### src/rtl/if_fetch_unit_pkg.sv
// Shared constants, bus widths and FSM encoding for the instruction fetch unit.
// Stall vector bit 1 holds the IF/ID register, bit 2 holds the ID stage.
package if_fetch_unit_pkg;

    localparam logic [31:0] RESET_PC    = 32'hBFC0_0000;
    localparam int          IF_TO_ID_WD = 33;
    localparam int          BR_WD       = 33;
    localparam int          STALL_WD    = 6;

    localparam logic STOP    = 1'b1;
    localparam logic NO_STOP = 1'b0;

    typedef enum logic [1:0] {
        IDLE = 2'd0,
        REQ  = 2'd1,
        WAIT = 2'd2,
        HOLD = 2'd3
    } fetch_state_e;

    function automatic logic [31:0] word_align(input logic [31:0] addr);
        return {addr[31:2], 2'b00};
    endfunction

endpackage

### src/rtl/if_inst_buf.sv
// Single-entry fetch buffer holding one returned instruction and its PC
// until decode accepts it.
module if_inst_buf (
    input  logic        clk,
    input  logic        resetn,
    input  logic        wr,
    input  logic        drain,
    input  logic [31:0] wr_pc,
    input  logic [31:0] wr_inst,
    output logic        valid,
    output logic [31:0] pc,
    output logic [31:0] inst
);

    // NOTE: a single register entry, so pc/inst are reset too; a RAM-backed queue would not be.
    always_ff @(posedge clk or negedge resetn) begin
        if (!resetn) begin
            valid <= 1'b0;
            pc    <= '0;
            inst  <= '0;
        end else if (wr) begin
            valid <= 1'b1;
            pc    <= wr_pc;
            inst  <= wr_inst;
        end else if (drain) begin
            valid <= 1'b0;
        end
    end

endmodule

### src/rtl/if_fetch_unit.sv
// Instruction fetch stage: one outstanding SRAM-like read at a time, a
// single-entry buffer towards decode, and branch redirection after the delay slot.
module if_fetch_unit
    import if_fetch_unit_pkg::*;
(
    input  logic                   clk,
    input  logic                   resetn,
    input  logic [STALL_WD-1:0]    stall,
    input  logic [BR_WD-1:0]       br_bus,
    output logic                   inst_req,
    output logic                   inst_wr,
    output logic [1:0]             inst_size,
    output logic [31:0]            inst_addr,
    input  logic                   inst_addr_ok,
    input  logic                   inst_data_ok,
    input  logic [31:0]            inst_rdata,
    output logic [IF_TO_ID_WD-1:0] if_to_id_bus,
    output logic [31:0]            if_inst,
    output logic                   stallreq
);

    fetch_state_e state;
    logic [31:0]  pc_r;
    logic         inst_req_r;

    logic         br_e;
    logic [31:0]  br_addr;
    logic         br_take;
    logic         br_valid;
    logic [31:0]  br_tgt;
    logic [31:0]  next_pc_raw;
    logic [31:0]  next_pc;

    logic         buf_wr;
    logic         drain;
    logic         buf_valid;
    logic [31:0]  buf_pc;
    logic [31:0]  buf_inst;

    logic         unused_stall;

    assign br_e         = br_bus[32];
    assign br_addr      = br_bus[31:0];
    assign br_take      = br_e & (stall[2] == NO_STOP);
    assign drain        = (state == HOLD) & (stall[1] == NO_STOP);
    assign buf_wr       = (state == WAIT) & inst_data_ok;
    assign unused_stall = ^{stall[STALL_WD-1:3], stall[0]};

    // A branch seen on the drain edge itself wins over one captured earlier.
    // NOTE: default assignment first so every path drives next_pc_raw and no latch is inferred.
    always_comb begin
        next_pc_raw = pc_r + 32'd4;
        if (br_take) begin
            next_pc_raw = br_addr;
        end else if (br_valid) begin
            next_pc_raw = br_tgt;
        end
    end

    assign next_pc = word_align(next_pc_raw);

    // NOTE: non-blocking assignments so every register samples its peers' pre-edge values.
    always_ff @(posedge clk or negedge resetn) begin
        if (!resetn) begin
            state      <= IDLE;
            pc_r       <= RESET_PC;
            inst_req_r <= 1'b0;
        end else begin
            case (state)
                IDLE: begin
                    state      <= REQ;
                    inst_req_r <= 1'b1;
                end
                REQ: begin
                    if (inst_addr_ok) begin
                        state      <= WAIT;
                        inst_req_r <= 1'b0;
                    end
                end
                WAIT: begin
                    if (inst_data_ok) begin
                        state <= HOLD;
                    end
                end
                HOLD: begin
                    if (drain) begin
                        state      <= REQ;
                        inst_req_r <= 1'b1;
                        pc_r       <= next_pc;
                    end
                end
                default: begin
                    state      <= IDLE;
                    inst_req_r <= 1'b0;
                end
            endcase
        end
    end

    // Remembers a branch resolved while the delay slot is still in flight.
    always_ff @(posedge clk or negedge resetn) begin
        if (!resetn) begin
            br_valid <= 1'b0;
            br_tgt   <= '0;
        end else if (drain) begin
            br_valid <= 1'b0;
        end else if (br_take) begin
            br_valid <= 1'b1;
            br_tgt   <= br_addr;
        end
    end

    if_inst_buf u_inst_buf (
        .clk     (clk),
        .resetn  (resetn),
        .wr      (buf_wr),
        .drain   (drain),
        .wr_pc   (pc_r),
        .wr_inst (inst_rdata),
        .valid   (buf_valid),
        .pc      (buf_pc),
        .inst    (buf_inst)
    );

    assign inst_req     = inst_req_r;
    assign inst_wr      = 1'b0;
    assign inst_size    = 2'b10;
    assign inst_addr    = pc_r;
    assign if_to_id_bus = {buf_valid, buf_pc};
    assign if_inst      = buf_inst;
    assign stallreq     = ((state == REQ) | (state == WAIT)) & ~buf_valid;

endmodule

### config.mk
export PLATFORM = sky130hd
export DESIGN_NAME = if_fetch_unit
export DESIGN_NICKNAME = d
export VERILOG_FILES = /design/src/rtl/if_fetch_unit_pkg.sv /design/src/rtl/if_inst_buf.sv /design/src/rtl/if_fetch_unit.sv
export SDC_FILE = /design/constraint.sdc
export NUM_CORES = 1
export LEC_CHECK = 0
export CORE_MARGIN = 3
export CORE_UTILIZATION = 48
export CTS_BUF_LIST = sky130_fd_sc_hd__clkbuf_16
export CTS_CLUSTER_SIZE = 40
export DETAILED_ROUTE_END_ITERATION = 8
export PLACE_DENSITY_LB_ADDON = 0.25
export SLEW_MARGIN = 20
export SYNTH_ARGS = -nofsm -noshare
export SYNTH_HDL_FRONTEND = slang
export SYNTH_SLANG_ARGS = --single-unit
### constraint.sdc
create_clock -name clk -period 2.44 [get_ports clk]
set_input_delay 0.244 -clock clk [delete_from_list [all_inputs] [get_ports clk]]
set_output_delay 0.244 -clock clk [all_outputs]
set_load 0.01 [all_outputs]
Word-level counts from Yosys, hierarchy flattened
Cells that the tools add are included.
{"block": "word_totals", "register_bits": 129, "input_bits": 75, "output_inout_bits": 102, "elab_cells": 45}
{"block": "classes", "n_addsub": 1, "n_eq_ne": 6, "n_mux": 13, "bitwise_logic": 9, "reduce_logical": 8}
{"cell": "$mux W32", "n": 2}
{"cell": "$add A32 B3 Y32 const B", "n": 1}
{"cell": "$pmux W2 S4", "n": 1}
{"cell": "$mux W1", "n": 6}
{"cell": "$mux W2", "n": 3}
{"cell": "$ne A2 B2 Y1 const B", "n": 3}
{"cell": "$reduce_and A3 Y1", "n": 2}
{"cell": "$and A1 B1 Y1", "n": 4}
{"cell": "$eq A2 B2 Y1 const B", "n": 2}
{"cell": "$not A1 Y1", "n": 4}
{"cell": "$reduce_and A2 Y1", "n": 2}
{"cell": "$reduce_bool A2 Y1", "n": 2}
{"cell": "$pmux W1 S3", "n": 1}
{"cell": "$reduce_bool A3 Y1", "n": 1}
{"cell": "$eq A2 B1 Y1 const B", "n": 1}
{"cell": "$logic_not A2 Y1", "n": 1}
{"cell": "$or A1 B1 Y1", "n": 1}

Longest topological paths before layout
Gate-level depths: netlist of run 1.
{"block": "depth", "depth_word": 4, "mapped_depth": 8, "mapped_depth_nobuf": 6}

Hierarchy
A second synthesis of run 1 with hierarchy kept.
{"block": "unflattened", "cells_unflattened": 543, "hier_area_um2": 6356.1}
{"module": "if_fetch_unit", "instances": 1, "cells_each": 405, "area_per_inst_um2": 3741.1, "seq_area_each_um2": 1612.8}
{"module": "if_inst_buf", "instances": 1, "cells_each": 138, "area_per_inst_um2": 2615.0, "seq_area_each_um2": 1626.6}

Least setup slack after synthesis of run 1
No wires, ideal clock.
{"block": "synth_timing", "path_kind": "reg-to-reg", "start": "register state[0]", "end": "register br_tgt[10]", "setup_ns": 0.125, "t_arrival_ns": 1.739, "required_ns": 2.315, "path_slack_ns": 0.576, "path_stages_with_launch": 7, "n_path_buf": 2, "period_less_slack_ns": 1.864, "path_cell_list": "dfrtp_1 > ha_1 > nor2b_1 > buf_6 > nor2_1 > buf_2 > mux2_2"}
{"block": "synth_between", "elab_chain_len": 4}
{"item": "start, declared", "line_no": "if_fetch_unit.sv:22", "rtl": "fetch_state_e state;"}
{"item": "start signal, assigned", "line_no": "if_fetch_unit.sv:65", "rtl": "state <= IDLE;"}
{"item": "start signal, assigned", "line_no": "if_fetch_unit.sv:71", "rtl": "state <= REQ;"}
{"item": "start signal, assigned", "line_no": "if_fetch_unit.sv:76", "rtl": "state <= WAIT;"}
{"item": "$eq A2 B2 Y1", "line_no": "if_fetch_unit.sv:45", "rtl": "assign drain = (state == HOLD) & (stall[1] == NO_STOP);"}
{"item": "$and A1 B1 Y1", "line_no": "if_fetch_unit.sv:45"}
{"item": "$not A1 Y1 (no line)"}
{"item": "$reduce_and A2 Y1 (no line)"}
{"item": "end signal, assigned", "line_no": "if_fetch_unit.sv:109", "rtl": "br_tgt <= br_addr;"}
{"item": "end, declared", "line_no": "if_fetch_unit.sv:30", "rtl": "logic [31:0] br_tgt;"}
Every way passes these cells.
A chain may end at the register's enable or synchronous reset.

Worst setup path in the final report of run 1
{"block": "layout_timing", "start": "register pc_r[3], in the netlist inst_addr[3]", "end": "register pc_r[22], in the netlist inst_addr[22]"}
{"block": "layout_between", "elab_chain_len": 3}
{"item": "start, declared", "line_no": "if_fetch_unit.sv:23", "rtl": "logic [31:0] pc_r;"}
{"item": "start signal, assigned", "line_no": "if_fetch_unit.sv:89", "rtl": "pc_r <= next_pc;"}
{"item": "$add A32 B3 Y32", "line_no": "if_fetch_unit.sv:52", "rtl": "next_pc_raw = pc_r + 32'd4;"}
{"item": "$mux W32", "line_no": "if_fetch_unit.sv:55", "rtl": "end else if (br_valid) begin"}
{"item": "$mux W32", "line_no": "if_fetch_unit.sv:53", "rtl": "if (br_take) begin"}
Every way passes these cells.

==> results.ini, run 1 <==
[sta]
tns_ns=0
clock.fmax_ghz=0.466
slew_viol_final=0
max_slew_margin_pct=46.8
fin_crit_ns=2.15
setup_viol=0
finClkSkew_ns=0.00522
hold_viol=0
worstMarginPinSlew_ns=0.795
timing.final.crit_share_pct=88.0
rsz0062_at_grt=no

[route]
drt_drc_violations_left=0
vias=4957
viasPerCell=5.59
first_iter_violations=379
routed_wl_um=16400
routedWlPerCell_um=18.6
ant_nets=0
dr.pass1.iters=6

[floorplanning]
start_util_pct=49.9
die_w_um=118
die_h_um=118
rows=40
ios=177
die_area_um2=14000
core_area_um2=12200

[cells_and_area]
antenna_cells=0
final_cell_mix=162 x clkdlybuf4s50_1, 118 x dfrtp_1, 85 x mux2_2, 43 x nand2_1, 41 x o21ai_0
area_delta_synth_final_pct=39.7
drive_gt1_share_pct=22.0
nets=787
stdcell_count=886
mostFrequentLayoutCell=clkdlybuf4s50_1

[synth]
netlist_area_um2=6070
synth.avg_cell_area_um2=11.3
yosysSeqAreaShare_pct=52.5
ys_seq_elements=127
ys_async_sr_fraction_pct=100
yosysWarnings=0
yosys.area.top_type=dfrtp_1
ys.flop_type=dfrtp_1
synth_edf_count=0
synth_top_cell_area_share_pct=48.6
syn_inst=538
synthTopCellsByArea=dfrtp_1 49%, mux2_2 16%, dfstp_2 3.9%
synth_cell_type_count=58

[critical_path]
crit_start=inst_addr[3]
crit_arrival_ns=2.50
start_kind=register
worstPathRequired_ns=2.79
critical_path_class=reg -> reg
path_delay_family=simple AND/OR/NAND/NOR gates
rr_endpoint=inst_addr[22]
r2r-start=inst_addr[3]
critPathMaxFanout=7
worst-path-buf-inv=0
reg2reg_depth=6
r2r_slack_ns=0.29
crit_path_end_kind=register
crit_slowest_cell=dfrtp_1
cp_slowest_stage_delay_ns=0.46
cp_cell_sequence=ha_1, and4_1, and3_1, nand4_4, o41ai_2, a22o_1
cp.depth=6
endpoint=inst_addr[22]

[clock_network]
cts_buffer_depth=2
cts_tree=yes
cts-root-buf=clkbuf_16
clock_sink_count=127
cts_setup_buffers=0
path_clk_slew_ns=0.05
cts_buffers=17
postCtsHoldBufs=1
clock_latency_ns=0.41
htreeDepth=4
cts_resized=0

[pwr]
peakVddDrop_mv=0.625
clkPwrFrac_pct=21.8
p_switching_w=0.00352
switching_share_pct=33.4
p_seq_share_pct=36.7
p_int_w=0.00703
cellLeakagePower_nw=3.53
comb_power_share_pct=41.5
p_per_area_nw_per_um2=1250

[placed_design]
io_buffers=163
place_congestion=0.887
dp.cells=855
dp_hpwl_um=11600

[flow_run]
drv_cap=0

[hold_path]
worstHoldPathType=in -> async

[outcome]
outcome=complete, no violations

[global_route]
antenna_found_initial=0
grtUsageTotal_pct=24.3
grt_max_degree=64
grt_pass1_wl_um=27100
grt_pass1_vias=5301
overflow=0

==> worst min path at each step <==
stage | from | end | slack [ns] | depth (start not counted)
after floorplan | resetn | br_tgt[10] | -0.05 | 0
after global placement | resetn | u_inst_buf.inst[2] | 0.26 | 1
after detailed placement | resetn | u_inst_buf.inst[2] | 0.27 | 1
after CTS | resetn | u_inst_buf.inst[2] | 0.40 | 2
after global routing | inst_rdata[29] | u_inst_buf.inst[29] | 0.44 | 2
final | resetn | u_inst_buf.inst[3] | 0.40 | 2
==> layer usage <==
metal | vias up | track usage [%] | wire length, µm
met5 | - | 0 | 0
met4 | 0 | 8.69 | 265
met3 | 27 | 6.12 | 1210
met2 | 234 | 40.9 | 8120
met1 | 2448 | 30.4 | 6850
li1 | 2248 | - | -
==> state kept, by name (all words and copies together), names as in the netlist <==
name	count
u_inst_buf.inst	32
inst_addr	30
state	2
inst_req	1
u_inst_buf.pc	30
u_inst_buf.valid	1
br_tgt	30
br_valid	1
==> metrics by stage <==
step	cell area, µm²	utilization, %	total power (W)	hold WS (ns)	worst slack, ns
final	8480	69.7	0.0106	0.400	0.293
after global routing	8480	69.7	0.0112	0.443	0.111
after CTS	8480	69.7	0.0107	0.405	0.304
after detailed placement	7930	65.2	0.00827	0.272	0.205
after global placement	7930	65.2	0.00805	0.263	0.257
after floorplan	6090	-	0.00593	-0.0516	0.576
==> worst register-to-register path, cell delays in order (launching register included) <==
cell and delay (ns):
dfrtp_1 0.46, ha_1 0.26, and4_1 0.33, and3_1 0.41
nand4_4 0.15, o41ai_2 0.30, a22o_1 0.17
==> Yosys cell counts (all sizes together), types with 6 or more instances <==
library cell,number
dfrtp,118
xnor2,10
buf,26
and3,6
a21oi,26
a31oi,7
a22oi,9
nand4,9
clkbuf,16
mux2,85
inv,12
nor4,6
nor2,22
o21ai,46
nand3,26
nand2,44
dfstp,9
==> area by class of cell <==
class / instances / area, µm²
well taps: 168 / 210
clock buffers: 17 / 425
fillers: 940 / 3680
inverters: 13 / 48.8
multi-input cells: 361 / 2640
flip-flops and latches: 127 / 3190
repair buffers: 187 / 1850
clock inverters: 13 / 109
==> cell families after synthesis <==
| logic type | Yosys count | synth area share (%) |
|---|---|---|
| multiplexers | 88 | 16.3 |
| flip-flops | 127 | 52.5 |
| adder cells (fa/ha/maj) | 5 | 1.03 |
| buffers and inverters | 55 | 4.41 |
| AND/OR/NAND/NOR | 134 | 12.1 |
| XOR/XNOR | 15 | 2.16 |
| AO/OA/AOI/OAI | 112 | 11.3 |
| other | 2 | 0.124 |
==> power groups by stage <==
stage	sequential (W)	clock (W)	combinational (W)
after floorplan	0.00404	0	0.00189
after global placement	0.00381	0	0.00424
after detailed placement	0.00389	0	0.00438
after CTS	0.00387	0.00236	0.00442
after global routing	0.00401	0.00246	0.00472
final	0.00387	0.00231	0.00438
No activity file was read; power rests on OpenSTA's default activity.
==> inputs of run 2 (changes only) <==
RECOVER_POWER = 100   (was not set)
==> results.ini, run 2 (same netlist as run 1, synthesis figures left out) <==
[clock_network]
htreeDepth=4  ; unchanged
path_clk_slew_ns=0.05  ; about the same
cts_buffers=17  ; unchanged
postCtsHoldBufs=1  ; unchanged
cts-root-buf=clkbuf_16  ; unchanged
cts_buffer_depth=2  ; unchanged
cts_setup_buffers=0  ; unchanged
cts_tree=yes  ; unchanged
cts_resized=0  ; unchanged
clock_latency_ns=0.41  ; about the same
clock_sink_count=127  ; unchanged

[sta]
fin_crit_ns=2.24  ; was 2.15 ns
fin_ws_ns=0.205  ; was 0.293 ns
max_slew_margin_pct=-5.41  ; was 46.8%
clock.fmax_ghz=0.447  ; was 0.466 GHz
worstMarginPinSlew_ns=1.58  ; was 0.795 ns
setup_viol=0  ; unchanged
hold_viol=0  ; unchanged
rsz0062_at_grt=no  ; unchanged
timing.final.crit_share_pct=91.6  ; was 88.0%
tns_ns=0  ; unchanged
finClkSkew_ns=0.00501  ; was 0.00522 ns
slew_viol_final=63  ; was 0

[outcome]
violations=capacitance limit, slew limit
outcome=complete, but fails checks  ; was complete, no violations

[global_route]
met2_usage_pct=40.9  ; unchanged
grt_pass1_wl_um=27100  ; unchanged
overflow=0  ; unchanged
use_met3_pct=6.12  ; unchanged
grt_pass1_vias=5301  ; unchanged
grt.met1_usage_pct=30.4  ; unchanged
grt_max_degree=64  ; unchanged
busiest_layer=met2  ; unchanged
grtUsageTotal_pct=24.3  ; unchanged
antenna_found_initial=0  ; unchanged

[route]
ant_nets=0  ; unchanged
viasPerCell=5.65  ; was 5.59
first_iter_violations=438  ; was 379
vias=5002  ; was 4957
dr.pass1.iters=5  ; was 6
routed_wl_um=16500  ; was 16400 µm
routedWlPerCell_um=18.6  ; about the same
drt_drc_violations_left=0  ; unchanged

[floorplanning]
die_area_um2=14000  ; unchanged
ios=177  ; unchanged
rows=40  ; unchanged
start_util_pct=49.9  ; unchanged
core_area_um2=12200  ; unchanged
die_h_um=118  ; unchanged
die_w_um=118  ; unchanged

[critical_path]
critical_path_class=reg -> reg  ; unchanged
crit_slowest_cell=clkbuf_1  ; was dfrtp_1
critPathMaxFanout=11  ; was 7
crit_top_cell=clkbuf_1
path_delay_family=buffers and inverters  ; was simple AND/OR/NAND/NOR gates
worst-path-buf-inv=2  ; was 0
cp_slowest_stage_delay_ns=0.48  ; was 0.46 ns
cp_cell_sequence=ha_1, nor2b_1, clkbuf_1, nor2_2, clkbuf_1, mux2_2  ; was ha_1, and4_1, and3_1, nand4_4, o41ai_2, a22o_1
crit_arrival_ns=2.53  ; was 2.50 ns
worstPathRequired_ns=2.73  ; was 2.79 ns
crit_path_end_kind=register  ; unchanged
start_kind=register  ; unchanged

[placed_design]
place_ws_ns=0.205  ; unchanged
io_buffers=163  ; unchanged
place_congestion=0.887  ; unchanged
dp_hpwl_um=11600  ; unchanged
dp.cells=855  ; unchanged

[cells_and_area]
nets=787  ; unchanged
largest_register_ffs=32  ; unchanged
drive_gt1_share_pct=20.9  ; was 22.0%
final_cell_mix=118 x dfrtp_1, 95 x dlygate4sd3_1, 85 x mux2_2, 68 x clkdlybuf4s50_1, 44 x o21ai_0  ; was 162 x clkdlybuf4s50_1, 118 x dfrtp_1, 85 x mux2_2, 43 x nand2_1, 41 x o21ai_0
top_register=u_inst_buf.inst  ; unchanged
mostFrequentLayoutCell=dfrtp_1  ; was clkdlybuf4s50_1
fin_util_pct=69.1  ; was 69.7%
area_delta_synth_final_pct=38.4  ; was 39.7%
nFillCells=956  ; was 940
antenna_cells=0  ; unchanged
stdcell_count=886  ; unchanged

[pwr]
peakVddDrop_mv=0.590  ; was 0.625 mV
p_per_area_nw_per_um2=1210  ; was 1250 nW/µm²
cellLeakagePower_nw=3.58  ; was 3.53 nW

[hold_path]
worstHoldPathType=in -> reg  ; was in -> async

[flow_run]
drv_cap=1  ; was 0

## run 2: area by class of cell
class / count / area [µm²] / area share [%]
flip-flops and latches: 127 / 3190 / 38.0
repair buffers: 187 / 1800 / 21.4
well taps: 168 / 210 / 2.50
clock buffers: 17 / 425 / 5.06
inverters: 13 / 48.8 / 0.581
clock inverters: 13 / 109 / 1.30
multi-input cells: 361 / 2620 / 31.2
## run 2: worst paths after layout
path / from / to / slack [ns] / cells after the start
max: state[1] / br_tgt[24] / 0.20 / 6
min: br_bus[29] / br_tgt[29] / 0.44 / 3
max reg2reg: state[1] / br_tgt[24] / 0.20 / 6
min reg2reg: u_inst_buf.pc[26] / u_inst_buf.pc[26] / 0.47 / 2
max in group asynchronous: resetn / br_tgt[16] / 0.48 / 3
min in group asynchronous: resetn / u_inst_buf.inst[3] / 0.79 / 2
## run 2: routing by layer
| metal | share of wire [%] | wire, µm | up-vias |
|---|---|---|---|
| met3 | 6.7 | 1110 | 31 |
| met1 | 42 | 6960 | 2488 |
| met4 | 2.0 | 337 | 0 |
| met2 | 49 | 8110 | 221 |
| li1 | - | - | 2262 |
| met5 | 0 | 0 | - |
## run 2: worst register-to-register path, cell delays in order (launching register included)
cell and delay (ns):
dfrtp_1 0.43, ha_1 0.25, nor2b_1 0.20, clkbuf_1 0.19, nor2_2 0.17, clkbuf_1 0.48, mux2_2 0.41
## run 2: stage by stage
step / cell area [µm²] / hold slack, ns / power, W
2_1_floorplan: 6090 / -0.0516 / 0.00593
3_3_place_gp: 7930 / 0.263 / 0.00805
3_5_place_dp: 7930 / 0.272 / 0.00827
4_1_cts: 8480 / 0.405 / 0.0107
5_1_grt: 8400 / 0.443 / 0.0108
6_report: 8400 / 0.438 / 0.0102
## run 2: report_power, final
part / leakage (nW) / switching [W] / internal [W]
clock: 0.280 / 0.000856 / 0.00146
combinational: 1.78 / 0.00186 / 0.00220
sequential: 1.52 / 0.000762 / 0.00307
total: 3.58 / 0.00348 / 0.00672
==> inputs of run 3 (changes only) <==
RECOVER_POWER = not set   (was 100)
SKIP_CTS_REPAIR_TIMING = 1   (was not set)
==> results.ini, run 3 (same netlist as run 1, synthesis figures left out) <==
[placed_design]
io_buffers=163  ; unchanged
place_congestion=0.887  ; unchanged
dp_hpwl_um=11600  ; unchanged
place_area_um2=7930  ; unchanged
place_ws_ns=0.205  ; unchanged

[pwr]
p_seq_share_pct=36.7  ; was 37.6%
p_total_w=0.0106  ; was 0.0102 W
p_int_w=0.00703  ; was 0.00672 W
switching_share_pct=33.3  ; was 34.1%
cellLeakagePower_nw=3.53  ; was 3.58 nW
comb_power_share_pct=41.5  ; was 39.8%
p_switching_w=0.00352  ; was 0.00348 W
clkPwrFrac_pct=21.8  ; was 22.7%
peakVddDrop_mv=0.625  ; was 0.590 mV
p_per_area_nw_per_um2=1240  ; was 1210 nW/µm²

[sta]
slew_viol_final=0  ; was 63
fin_crit_ns=2.15  ; was 2.24 ns
tns_ns=0  ; unchanged
worstMarginPinSlew_ns=0.811  ; was 1.58 ns
finClkSkew_ns=0.00685  ; was 0.00501 ns
rsz0062_at_grt=no  ; unchanged
max_slew_margin_pct=45.7  ; was -5.41%
clock.fmax_ghz=0.465  ; was 0.447 GHz
timing.final.crit_share_pct=88.0  ; was 91.6%
fin_ws_ns=0.292  ; was 0.205 ns
hold_viol=0  ; unchanged
setup_viol=0  ; unchanged

[cells_and_area]
top_register=u_inst_buf.inst  ; unchanged
drive_gt1_share_pct=22.0  ; was 20.9%
mostFrequentLayoutCell=clkdlybuf4s50_1  ; was dfrtp_1
antenna_cells=0  ; unchanged
area_delta_synth_final_pct=39.7  ; was 38.4%
fin_util_pct=69.7  ; was 69.1%
final_area_um2=8480  ; was 8400 µm²
nets=787  ; unchanged
largest_register_ffs=32  ; unchanged
final_cell_mix=162 x clkdlybuf4s50_1, 118 x dfrtp_1, 85 x mux2_2, 43 x nand2_1, 41 x o21ai_0  ; was 118 x dfrtp_1, 95 x dlygate4sd3_1, 85 x mux2_2, 68 x clkdlybuf4s50_1, 44 x o21ai_0

[critical_path]
r2r-start=inst_addr[3]  ; was state[1]
start_kind=register  ; unchanged
endpoint=inst_addr[22]  ; was br_tgt[24]
r2r_slack_ns=0.29  ; was 0.20 ns
worst-path-buf-inv=0  ; was 2
path_delay_family=simple AND/OR/NAND/NOR gates  ; was buffers and inverters
rr_endpoint=inst_addr[22]  ; was br_tgt[24]
critical_path_class=reg -> reg  ; unchanged
reg2reg_depth=6  ; unchanged
crit_path_end_kind=register  ; unchanged
cp.depth=6  ; unchanged
crit_slowest_cell=dfrtp_1  ; was clkbuf_1
crit_arrival_ns=2.50  ; was 2.53 ns
worstPathRequired_ns=2.79  ; was 2.73 ns
crit_start=inst_addr[3]  ; was state[1]
cp_cell_sequence=ha_1, and4_1, and3_1, nand4_4, o41ai_2, a22o_1  ; was ha_1, nor2b_1, clkbuf_1, nor2_2, clkbuf_1, mux2_2
cp_slowest_stage_delay_ns=0.46  ; was 0.48 ns
critPathMaxFanout=7  ; was 11

[clock_network]
cts_tree=yes  ; unchanged
cts_buffer_depth=2  ; unchanged
htreeDepth=4  ; unchanged
path_clk_slew_ns=0.05  ; about the same
cts_buffers=17  ; unchanged
cts-root-buf=clkbuf_16  ; unchanged
clock_sink_count=127  ; unchanged
clock_latency_ns=0.41  ; about the same

[global_route]
grt_pass1_wl_um=27100  ; about the same
grt_pass1_vias=5299  ; was 5301
grtUsageTotal_pct=24.3  ; about the same
antenna_found_initial=0  ; unchanged
overflow=0  ; unchanged
grt_max_degree=64  ; unchanged

[flow_run]
drv_cap=0  ; was 1

[floorplanning]
ios=177  ; unchanged
die_area_um2=14000  ; unchanged
die_w_um=118  ; unchanged
die_h_um=118  ; unchanged
rows=40  ; unchanged
core_area_um2=12200  ; unchanged
start_util_pct=49.9  ; unchanged

[route]
dr.pass1.iters=7  ; was 5
routed_wl_um=16400  ; was 16500 µm
vias=4944  ; was 5002
viasPerCell=5.58  ; was 5.65
ant_nets=0  ; unchanged
first_iter_violations=363  ; was 438
drt_drc_violations_left=0  ; unchanged
routedWlPerCell_um=18.5  ; was 18.6 µm

[outcome]
outcome=complete, no violations  ; was complete, but fails checks

[hold_path]
worstHoldPathType=in -> async  ; was in -> reg

==> run 3: worst min path at each step <==
stage,startpoint,cells past startpoint,endpoint,slack (ns)
after CTS,resetn,1,u_inst_buf.inst[2],-0.17
final,resetn,2,u_inst_buf.inst[2],0.40
after floorplan,resetn,0,br_tgt[10],-0.05
after global routing,inst_rdata[29],2,u_inst_buf.inst[29],0.44
after detailed placement,resetn,1,u_inst_buf.inst[2],0.27
after global placement,resetn,1,u_inst_buf.inst[2],0.26
==> run 3: power by group through the flow <==
stage               combinational [W]  clock [W]  sequential (W)
CTS                           0.00442    0.00236         0.00387
floorplan                     0.00189          0         0.00404
global route                  0.00472    0.00246         0.00401
finish                        0.00438    0.00231         0.00387
detailed placement            0.00438          0         0.00389
global placement              0.00424          0         0.00381
==> run 3: per-layer routing <==
metal  share of wire, %  track usage, %  up-vias
met5                  0               0        -
met1                 42            30.4     2441
met3                7.0            6.17       22
met4                1.5            8.69        0
met2                 50            40.8      227
li1                   -               -     2254
==> run 3: stage by stage <==
step / hold WS [ns] / cells
6_report: 0.398 / 886
5_1_grt: 0.443 / 886
4_1_cts: -0.170 / 885
3_5_place_dp: 0.272 / 855
3_3_place_gp: 0.263 / 855
2_1_floorplan: -0.0516 / 543
==> run 3: cell type report <==
type,instances,area [µm²]
clock inverter,13,109
fill,940,3680
clock buffer,17,425
multi-input combinational,361,2640
timing repair buffer,187,1850
sequential,127,3190
inverter,13,48.8
tap,168,210
